==> config.mk <==
export PLATFORM = sky130hd
export DESIGN_NAME = nexus_nonce_scheduler_flat
export DESIGN_NICKNAME = d
export VERILOG_FILES = /design/src/rtl/nexus_nonce_scheduler_if.sv /design/src/rtl/nexus_nonce_scheduler.sv /design/src/flat_wrapper.sv
export SDC_FILE = /design/constraint.sdc
export NUM_CORES = 2
export LEC_CHECK = 0
export BUFFER_PORTS_ARGS = -buffer_cell sky130_fd_sc_hd__buf_2
export CAP_MARGIN = 0
export CORE_MARGIN = 5
export CORE_UTILIZATION = 60
export DETAILED_ROUTE_END_ITERATION = 16
export GPL_TIMING_DRIVEN = 0
export PLACE_DENSITY = 0.78
export SYNTH_ARGS = -nofsm -noshare
export SYNTH_HDL_FRONTEND = slang
export SYNTH_SLANG_ARGS = --single-unit
==> constraint.sdc <==
create_clock -name clk -period 4.8 [get_ports clk]
set_input_delay 0.96 -clock clk [delete_from_list [all_inputs] [get_ports clk]]
set_output_delay 0.96 -clock clk [all_outputs]
set_load 0.03 [all_outputs]
==> src/rtl/nexus_nonce_scheduler_if.sv <==
// Handshake bundle between a nonce scheduler and its work/result agent.
//   master : drives work loading, issue enable, lane hits and result pop
//   slave  : the scheduler; returns issued nonces, result FIFO head and status
// Lane i nonce occupies NonceOut[64*i +: 64].
interface nexus_nonce_scheduler_if #(
  parameter int unsigned LANES = 2
);
  logic                  WorkValid;
  logic [63:0]           BaseNonce;
  logic                  Enable;
  logic [64*LANES-1:0]   NonceOut;
  logic                  IssueValid;
  logic [LANES-1:0]      LaneHit;
  logic [63:0]           ResultNonce;
  logic                  ResultValid;
  logic                  ResultReady;
  logic                  Overflow;
  logic                  PipeFull;

  modport master (
    output WorkValid, BaseNonce, Enable, LaneHit, ResultReady,
    input  NonceOut, IssueValid, ResultNonce, ResultValid, Overflow, PipeFull
  );

  modport slave (
    input  WorkValid, BaseNonce, Enable, LaneHit, ResultReady,
    output NonceOut, IssueValid, ResultNonce, ResultValid, Overflow, PipeFull
  );
endinterface

==> src/rtl/nexus_nonce_scheduler.sv <==
// Nonce issuer and result collector for LANES parallel hash pipelines of depth LATENCY.
// Each enabled cycle hands a distinct nonce to every lane; hits returning LATENCY cycles
// later are qualified by a valid shift line and their nonces are rebuilt from a retire
// counter, then queued in a small first-word-fall-through FIFO.
// Ports:
//   clk       : clock, rising edge
//   nHashRst  : asynchronous active-low reset
//   bus       : slave modport carrying WorkValid/BaseNonce/Enable (work control),
//               NonceOut/IssueValid (issue), LaneHit (pipeline hits),
//               ResultNonce/ResultValid/ResultReady (result FIFO), Overflow, PipeFull
module nexus_nonce_scheduler #(
  parameter int unsigned LANES      = 2,
  parameter int unsigned LATENCY    = 391,
  parameter int unsigned CORES      = 1,
  parameter int unsigned COREIDX    = 0,
  parameter int unsigned FIFO_DEPTH = 4
) (
  input logic                   clk,
  input logic                   nHashRst,
  nexus_nonce_scheduler_if.slave bus
);

  localparam int unsigned PtrW   = $clog2(FIFO_DEPTH);
  localparam int unsigned CntW   = PtrW + 1;
  localparam logic [63:0] Stride = 64'(CORES * LANES);
  localparam logic [63:0] Offset = 64'(COREIDX * LANES);
  localparam logic [CntW-1:0] DepthC = CntW'(FIFO_DEPTH);

  // Issue side
  logic [63:0]         issueCnt;
  logic [64*LANES-1:0] nonceOutQ;
  logic                issueValidQ;
  logic [63:0]         laneIssue [LANES];

  // Retire side
  logic [LATENCY-1:0]  validLine;
  logic [LATENCY-1:0]  validNext;
  logic                retireTap;
  logic [63:0]         retireCnt;
  logic [63:0]         laneRetire [LANES];
  logic                pipeFullQ;

  // Result FIFO
  logic [63:0]         fifoMem [FIFO_DEPTH];
  logic [PtrW-1:0]     rdPtr;
  logic [PtrW-1:0]     wrPtr;
  logic [CntW-1:0]     count;
  logic                overflowQ;
  logic                popReq;
  logic [LANES-1:0]    hitQual;
  logic [CntW-1:0]     space;
  logic [CntW-1:0]     nPush;
  logic                drop;
  logic [LANES-1:0]    laneWr;
  logic [PtrW-1:0]     laneSlot [LANES];

  genvar g;
  for (g = 0; g < LANES; g++) begin : gLane
    assign laneIssue[g]  = issueCnt + 64'(g);
    assign laneRetire[g] = retireCnt + 64'(g);
  end

  // Issue counter and registered lane nonces. WorkValid suppresses the issue in its cycle.
  always_ff @(posedge clk or negedge nHashRst) begin
    if (!nHashRst) begin
      issueCnt    <= '0;
      nonceOutQ   <= '0;
      issueValidQ <= 1'b0;
    end else if (bus.WorkValid) begin
      issueCnt    <= bus.BaseNonce + Offset;
      issueValidQ <= 1'b0;
    end else if (bus.Enable) begin
      issueCnt    <= issueCnt + Stride;
      issueValidQ <= 1'b1;
      for (int i = 0; i < LANES; i++) begin
        nonceOutQ[64*i +: 64] <= laneIssue[i];
      end
    end else begin
      issueValidQ <= 1'b0;
    end
  end

  // The oldest bit of the line lines up with the LaneHit of the matching issue.
  assign retireTap = validLine[LATENCY-1];
  assign validNext = {validLine[LATENCY-2:0], issueValidQ};

  // Retire counter advances only on live slots, so bubbles never consume a nonce.
  // PipeFull is the AND of the line after the shift: LATENCY live issues in a row.
  always_ff @(posedge clk or negedge nHashRst) begin
    if (!nHashRst) begin
      validLine <= '0;
      retireCnt <= '0;
      pipeFullQ <= 1'b0;
    end else if (bus.WorkValid) begin
      validLine <= '0;
      retireCnt <= bus.BaseNonce + Offset;
      pipeFullQ <= 1'b0;
    end else begin
      validLine <= validNext;
      pipeFullQ <= &validNext;
      if (retireTap) begin
        retireCnt <= retireCnt + Stride;
      end
    end
  end

  assign popReq  = (count != '0) & bus.ResultReady;
  assign hitQual = bus.LaneHit & {LANES{retireTap}};

  // Allocate FIFO slots to qualified lanes in ascending order; a same-cycle pop
  // frees one extra slot. Lanes that find no room are dropped.
  always_comb begin
    space  = DepthC - count + CntW'(popReq);
    nPush  = '0;
    drop   = 1'b0;
    laneWr = '0;
    for (int i = 0; i < LANES; i++) begin
      laneSlot[i] = wrPtr + nPush[PtrW-1:0];
      if (hitQual[i]) begin
        if (nPush < space) begin
          laneWr[i] = 1'b1;
          nPush     = nPush + CntW'(1);
        end else begin
          drop = 1'b1;
        end
      end
    end
  end

  always_ff @(posedge clk or negedge nHashRst) begin
    if (!nHashRst) begin
      rdPtr     <= '0;
      wrPtr     <= '0;
      count     <= '0;
      overflowQ <= 1'b0;
      for (int k = 0; k < FIFO_DEPTH; k++) begin
        fifoMem[k] <= '0;
      end
    end else if (bus.WorkValid) begin
      rdPtr     <= '0;
      wrPtr     <= '0;
      count     <= '0;
      overflowQ <= 1'b0;
    end else begin
      for (int i = 0; i < LANES; i++) begin
        if (laneWr[i]) begin
          fifoMem[laneSlot[i]] <= laneRetire[i];
        end
      end
      wrPtr <= wrPtr + nPush[PtrW-1:0];
      if (popReq) begin
        rdPtr <= rdPtr + PtrW'(1);
      end
      count <= count + nPush - CntW'(popReq);
      if (drop) begin
        overflowQ <= 1'b1;
      end
    end
  end

  assign bus.NonceOut    = nonceOutQ;
  assign bus.IssueValid  = issueValidQ;
  assign bus.ResultNonce = fifoMem[rdPtr];
  assign bus.ResultValid = (count != '0);
  assign bus.Overflow    = overflowQ;
  assign bus.PipeFull    = pipeFullQ;

endmodule
==> src/flat_wrapper.sv <==
// flat-port wrapper written by rule: the top's interface ports become plain ports
module nexus_nonce_scheduler_flat 
#(
  parameter int unsigned LANES      = 2,
  parameter int unsigned LATENCY    = 391,
  parameter int unsigned CORES      = 1,
  parameter int unsigned COREIDX    = 0,
  parameter int unsigned FIFO_DEPTH = 4
)
  (clk, nHashRst, bus_WorkValid, bus_BaseNonce, bus_Enable, bus_LaneHit, bus_ResultReady, bus_NonceOut, bus_IssueValid, bus_ResultNonce, bus_ResultValid, bus_Overflow, bus_PipeFull);
  nexus_nonce_scheduler_if #(.LANES(LANES)) bus_i ();
  input logic clk;
  input logic nHashRst;
  input wire logic [$bits(bus_i.WorkValid)-1:0] bus_WorkValid;
  input wire logic [$bits(bus_i.BaseNonce)-1:0] bus_BaseNonce;
  input wire logic [$bits(bus_i.Enable)-1:0] bus_Enable;
  input wire logic [$bits(bus_i.LaneHit)-1:0] bus_LaneHit;
  input wire logic [$bits(bus_i.ResultReady)-1:0] bus_ResultReady;
  output wire logic [$bits(bus_i.NonceOut)-1:0] bus_NonceOut;
  output wire logic [$bits(bus_i.IssueValid)-1:0] bus_IssueValid;
  output wire logic [$bits(bus_i.ResultNonce)-1:0] bus_ResultNonce;
  output wire logic [$bits(bus_i.ResultValid)-1:0] bus_ResultValid;
  output wire logic [$bits(bus_i.Overflow)-1:0] bus_Overflow;
  output wire logic [$bits(bus_i.PipeFull)-1:0] bus_PipeFull;
  assign bus_i.WorkValid = bus_WorkValid;
  assign bus_i.BaseNonce = bus_BaseNonce;
  assign bus_i.Enable = bus_Enable;
  assign bus_i.LaneHit = bus_LaneHit;
  assign bus_i.ResultReady = bus_ResultReady;
  assign bus_NonceOut = bus_i.NonceOut;
  assign bus_IssueValid = bus_i.IssueValid;
  assign bus_ResultNonce = bus_i.ResultNonce;
  assign bus_ResultValid = bus_i.ResultValid;
  assign bus_Overflow = bus_i.Overflow;
  assign bus_PipeFull = bus_i.PipeFull;
  nexus_nonce_scheduler #(.LANES(LANES), .LATENCY(LATENCY), .CORES(CORES), .COREIDX(COREIDX), .FIFO_DEPTH(FIFO_DEPTH)) u_core (.clk(clk), .nHashRst(nHashRst), .bus(bus_i));
endmodule
==> results.toml <==
[outcome]
status = "finished, violations left"
violations = "max-capacitance violations"

[synthesis]
synth_area_leaders = "dfrtp_1 (54%), nor2b_1 (6.0%), nand2_1 (3.9%)"
postSynthCellCount = 4108
ys_seq_area_frac = 0.540
synth_cell_types = 82
synth_fp_nets = 4191
ys.flop_type = "dfrtp_1"
synth_largest_area_cell = "dfrtp_1"
yosysMostFrequentCell = "dfrtp_1"
synth_area_mm2 = 0.0423
synthArstFlopShare = 1.00
synth_common_cells = "dfrtp_1 (913), nand2_1 (434), nor2b_1 (408), nor2_1 (313), clkbuf_1 (259)"
synth_edf_count = 0
ys_warn_count = 0
ys_seq_elements = 913
syn_area_per_cell_um2 = 10.3
yosys.area.top_type_share = 0.540

[floorplan]
start_util = 0.605
fp.dieH_um = 275
core_area_mm2 = 0.0699
die_w_um = 275
rows = 97
fp.dieArea_mm2 = 0.0759
io_pins = 267

[grt]
grt_pass1_wl_um = 237000
globalRouteOverflowTotal = 0
track_usage = 0.421
antenna_found_initial = 13
grt_max_degree = 122
grt_pass1_vias = 37100

[power]
power.leakage_uw = 0.0212
power.share.sequential = 0.440
p_switching_uw = 5560
clockPowerShare = 0.409
p_comb_frac = 0.151
swShare = 0.297
vdd_drop_max_uv = 425
power.internal_uw = 13200
power_density_mw_per_mm2 = 384

[drt]
ant_nets = 0
vias = 37200
finalWirelength_um = 161000
vias_per_cell = 6.75
wl_per_cell_um = 29.3
drt-pass1-iter-count = 6
drt_iter0_drc = 5416
drcViolationCount = 0

[timing]
hold_slack_ps = 272
worst_slew_pin_slew_ps = 1480
setup_viol_count_final = 0
max_freq_mhz = 210
slew_headroom = 0.00136
post-route-min-period_ps = 4760
period_share = 0.991
maxSlewViolCount = 0
hold_viol_final = 0
worst_clock_skew_ps = 56.8

[layout]
final_nets = 4565
syn_to_final_growth_pct = 15.1
final_area_mm2 = 0.0487
fillers = 5345
seqCellArea_mm2 = 0.0228
multi_input_area_mm2 = 0.0183
drive_above_1_share = 0.159

[run]
max-cap-violations = 1

[place]
placed_cell_area_mm2 = 0.0451
port_buffers = 265
place_congestion = 1.07
dp_hpwl_um = 116000

[worst_setup_path]
path_buf_inv = 2
r2r_end = "u_core.fifoMem[162]"
rr_startpoint = "u_core.count[2]"
critPathMostFrequentCell = "ha_1"
startpoint_type = "register"
cp.depth = 16
crit_fanout = 10
r2r_slack_ps = 40
cp-end-kind = "register"
worst_path_max_delay_cell = "nor2_2"
arrival_ps = 5290
endpoint = "u_core.fifoMem[162]"
critPathMaxStageDelay_ps = 700
path_cells = "or3_1, nand2_1, ha_1, inv_1, ha_1, xor2_4, clkbuf_4, nor2_2, nor2_1, ha_1, and3_1, o311ai_2, nand2b_1, nor2_2, a21oi_1, o221a_2"
rr_worst_depth = 16
crit_start = "u_core.count[2]"
worstPathRequired_ps = 5340
critical_path.top_delay_family = "simple AND/OR/NAND/NOR gates"
path_class = "reg2reg"

[clock_tree]
cts_buffers = 95
postCtsHoldBufs = 0
clock-sinks = 913
clk_latency_ps = 700
clk_path_buf_depth = 3
cts_tree = "yes"
htree_levels = 3
clk_pin_slew_worst_paths_ps = 70
root_buffer = "clkbuf_16"

[worst_hold_path]
holdCritPathClass = "in2async"
-- worst min path at each step --
stage | startpoint | end | slack (ps) | cells past startpoint
6_report | nHashRst | u_core.bus.NonceOut[61] | 270 | 1
5_1_grt | nHashRst | u_core.bus.NonceOut[54] | 320 | 1
4_1_cts | nHashRst | u_core.bus.NonceOut[61] | 280 | 1
3_5_place_dp | u_core.bus.NonceOut[60] | u_core.bus.NonceOut[60] | 460 | 2
3_3_place_gp | u_core.bus.NonceOut[30] | u_core.bus.NonceOut[30] | 460 | 2
2_1_floorplan | u_core.fifoMem[64] | u_core.fifoMem[64] | 440 | 2
-- metrics by stage --
step / setup WS [ps] / TNS [ps] / util / cells / power (uW)
2_1_floorplan: 729 / 0 / - / 4108 / 10000
6_report: 44.1 / 0 / 0.696 / 5505 / 18700
3_5_place_dp: -1770 / -187790 / 0.644 / 5324 / 11100
3_3_place_gp: -16850 / - / 0.641 / 5313 / 11000
5_1_grt: -11.4 / -19.6 / 0.696 / 5501 / 19300
4_1_cts: 2.63 / 0 / 0.693 / 5491 / 18700
-- state kept, by name, indices dropped and copies added (netlist names) --
name and cells:
u_core.wrPtr 2, u_core.issueCnt 64, u_core.bus.Overflow 1, u_core.fifoMem 256
u_core.bus.NonceOut 128, u_core.bus.IssueValid 1, u_core.validLine 391, u_core.bus.PipeFull 1
u_core.retireCnt 64, u_core.rdPtr 2, u_core.count 3
-- layout by cell type (no fill, tap or decap), types with 11 or more instances in the layout --
cell type / count
clkbuf_2: 37
o211ai_1: 17
a22oi_1: 11
clkbuf_16: 95
xor2_1: 104
xnor2_1: 116
clkbuf_8: 28
buf_2: 305
clkbuf_4: 13
and4_1: 16
a221o_1: 15
nor3_1: 103
a21oi_1: 196
o22ai_1: 51
clkinv_2: 16
dfrtp_1: 913
buf_4: 15
clkbuf_1: 215
nor2b_1: 408
a31oi_1: 11
o21ai_0: 159
mux4_2: 64
nor2_1: 302
and3_1: 31
or3_1: 11
a32oi_1: 31
nor4_1: 93
nand4_1: 198
o32ai_1: 21
nand3_1: 101
buf_1: 25
mux2_2: 62
a21boi_0: 22
a311oi_1: 34
ha_1: 11
nand2b_1: 19
nand2_1: 423
a221oi_1: 21
inv_1: 18
-- per-layer routing --
layer / GRT usage / wire (um)
met1: 0.542 / 57800
met2: 0.629 / 69600
met3: 0.126 / 20100
met4: 0.266 / 13800
met5: 0 / 27
-- layout make-up --
| cell class | instances | share of cell area |
|---|---|---|
| flip-flops and latches | 913 | 0.469 |
| multi-input cells | 2845 | 0.375 |
| clock buffers | 136 | 0.0575 |
| repair buffers | 281 | 0.0334 |
| plain buffers | 326 | 0.0290 |
| well taps | 940 | 0.0242 |
| clock inverters | 35 | 0.00933 |
| inverters | 20 | 0.00154 |
| diodes | 9 | 0.000463 |
-- worst register-to-register path: cells and delay by family, from the launching register on --
kind            cells  cell delay (ps)
simple gates        7             2340
fa+ha+maj           3              620
compound gates      3              550
flops               1              470
buf+inv             2              340
xor+xnor            1              300
-- kinds of logic (layout without fill, tap and decap cells) --
| group | Yosys count | count (layout) | synth area share |
|---|---|---|---|
| simple gates | 1779 | 1779 | 0.216 |
| compound gates | 694 | 694 | 0.108 |
| mux | 136 | 136 | 0.0530 |
| buf+inv | 350 | 798 | 0.0325 |
| fa+ha+maj | 13 | 13 | 0.00397 |
| flops | 913 | 913 | 0.540 |
| other cells | 0 | 9 | 0 |
| xor+xnor | 223 | 223 | 0.0462 |
-- power by group through the flow --
| stage | registers (uW) | logic [uW] | clock network [uW] |
|---|---|---|---|
| 2_1_floorplan | 8620 | 1380 | 0 |
| 3_3_place_gp | 8360 | 2640 | 0 |
| 3_5_place_dp | 8350 | 2720 | 0 |
| 4_1_cts | 8210 | 2750 | 7690 |
| 5_1_grt | 8240 | 3000 | 8030 |
| 6_report | 8230 | 2830 | 7660 |
-- repair_timing --
action	in CTS	in global routing
setup endpoints to repair	253	232
pin swaps	0	4
buffers inserted	0	5
gates resized for setup	70	102
Note: power is estimated with default switching activity, not from simulation.
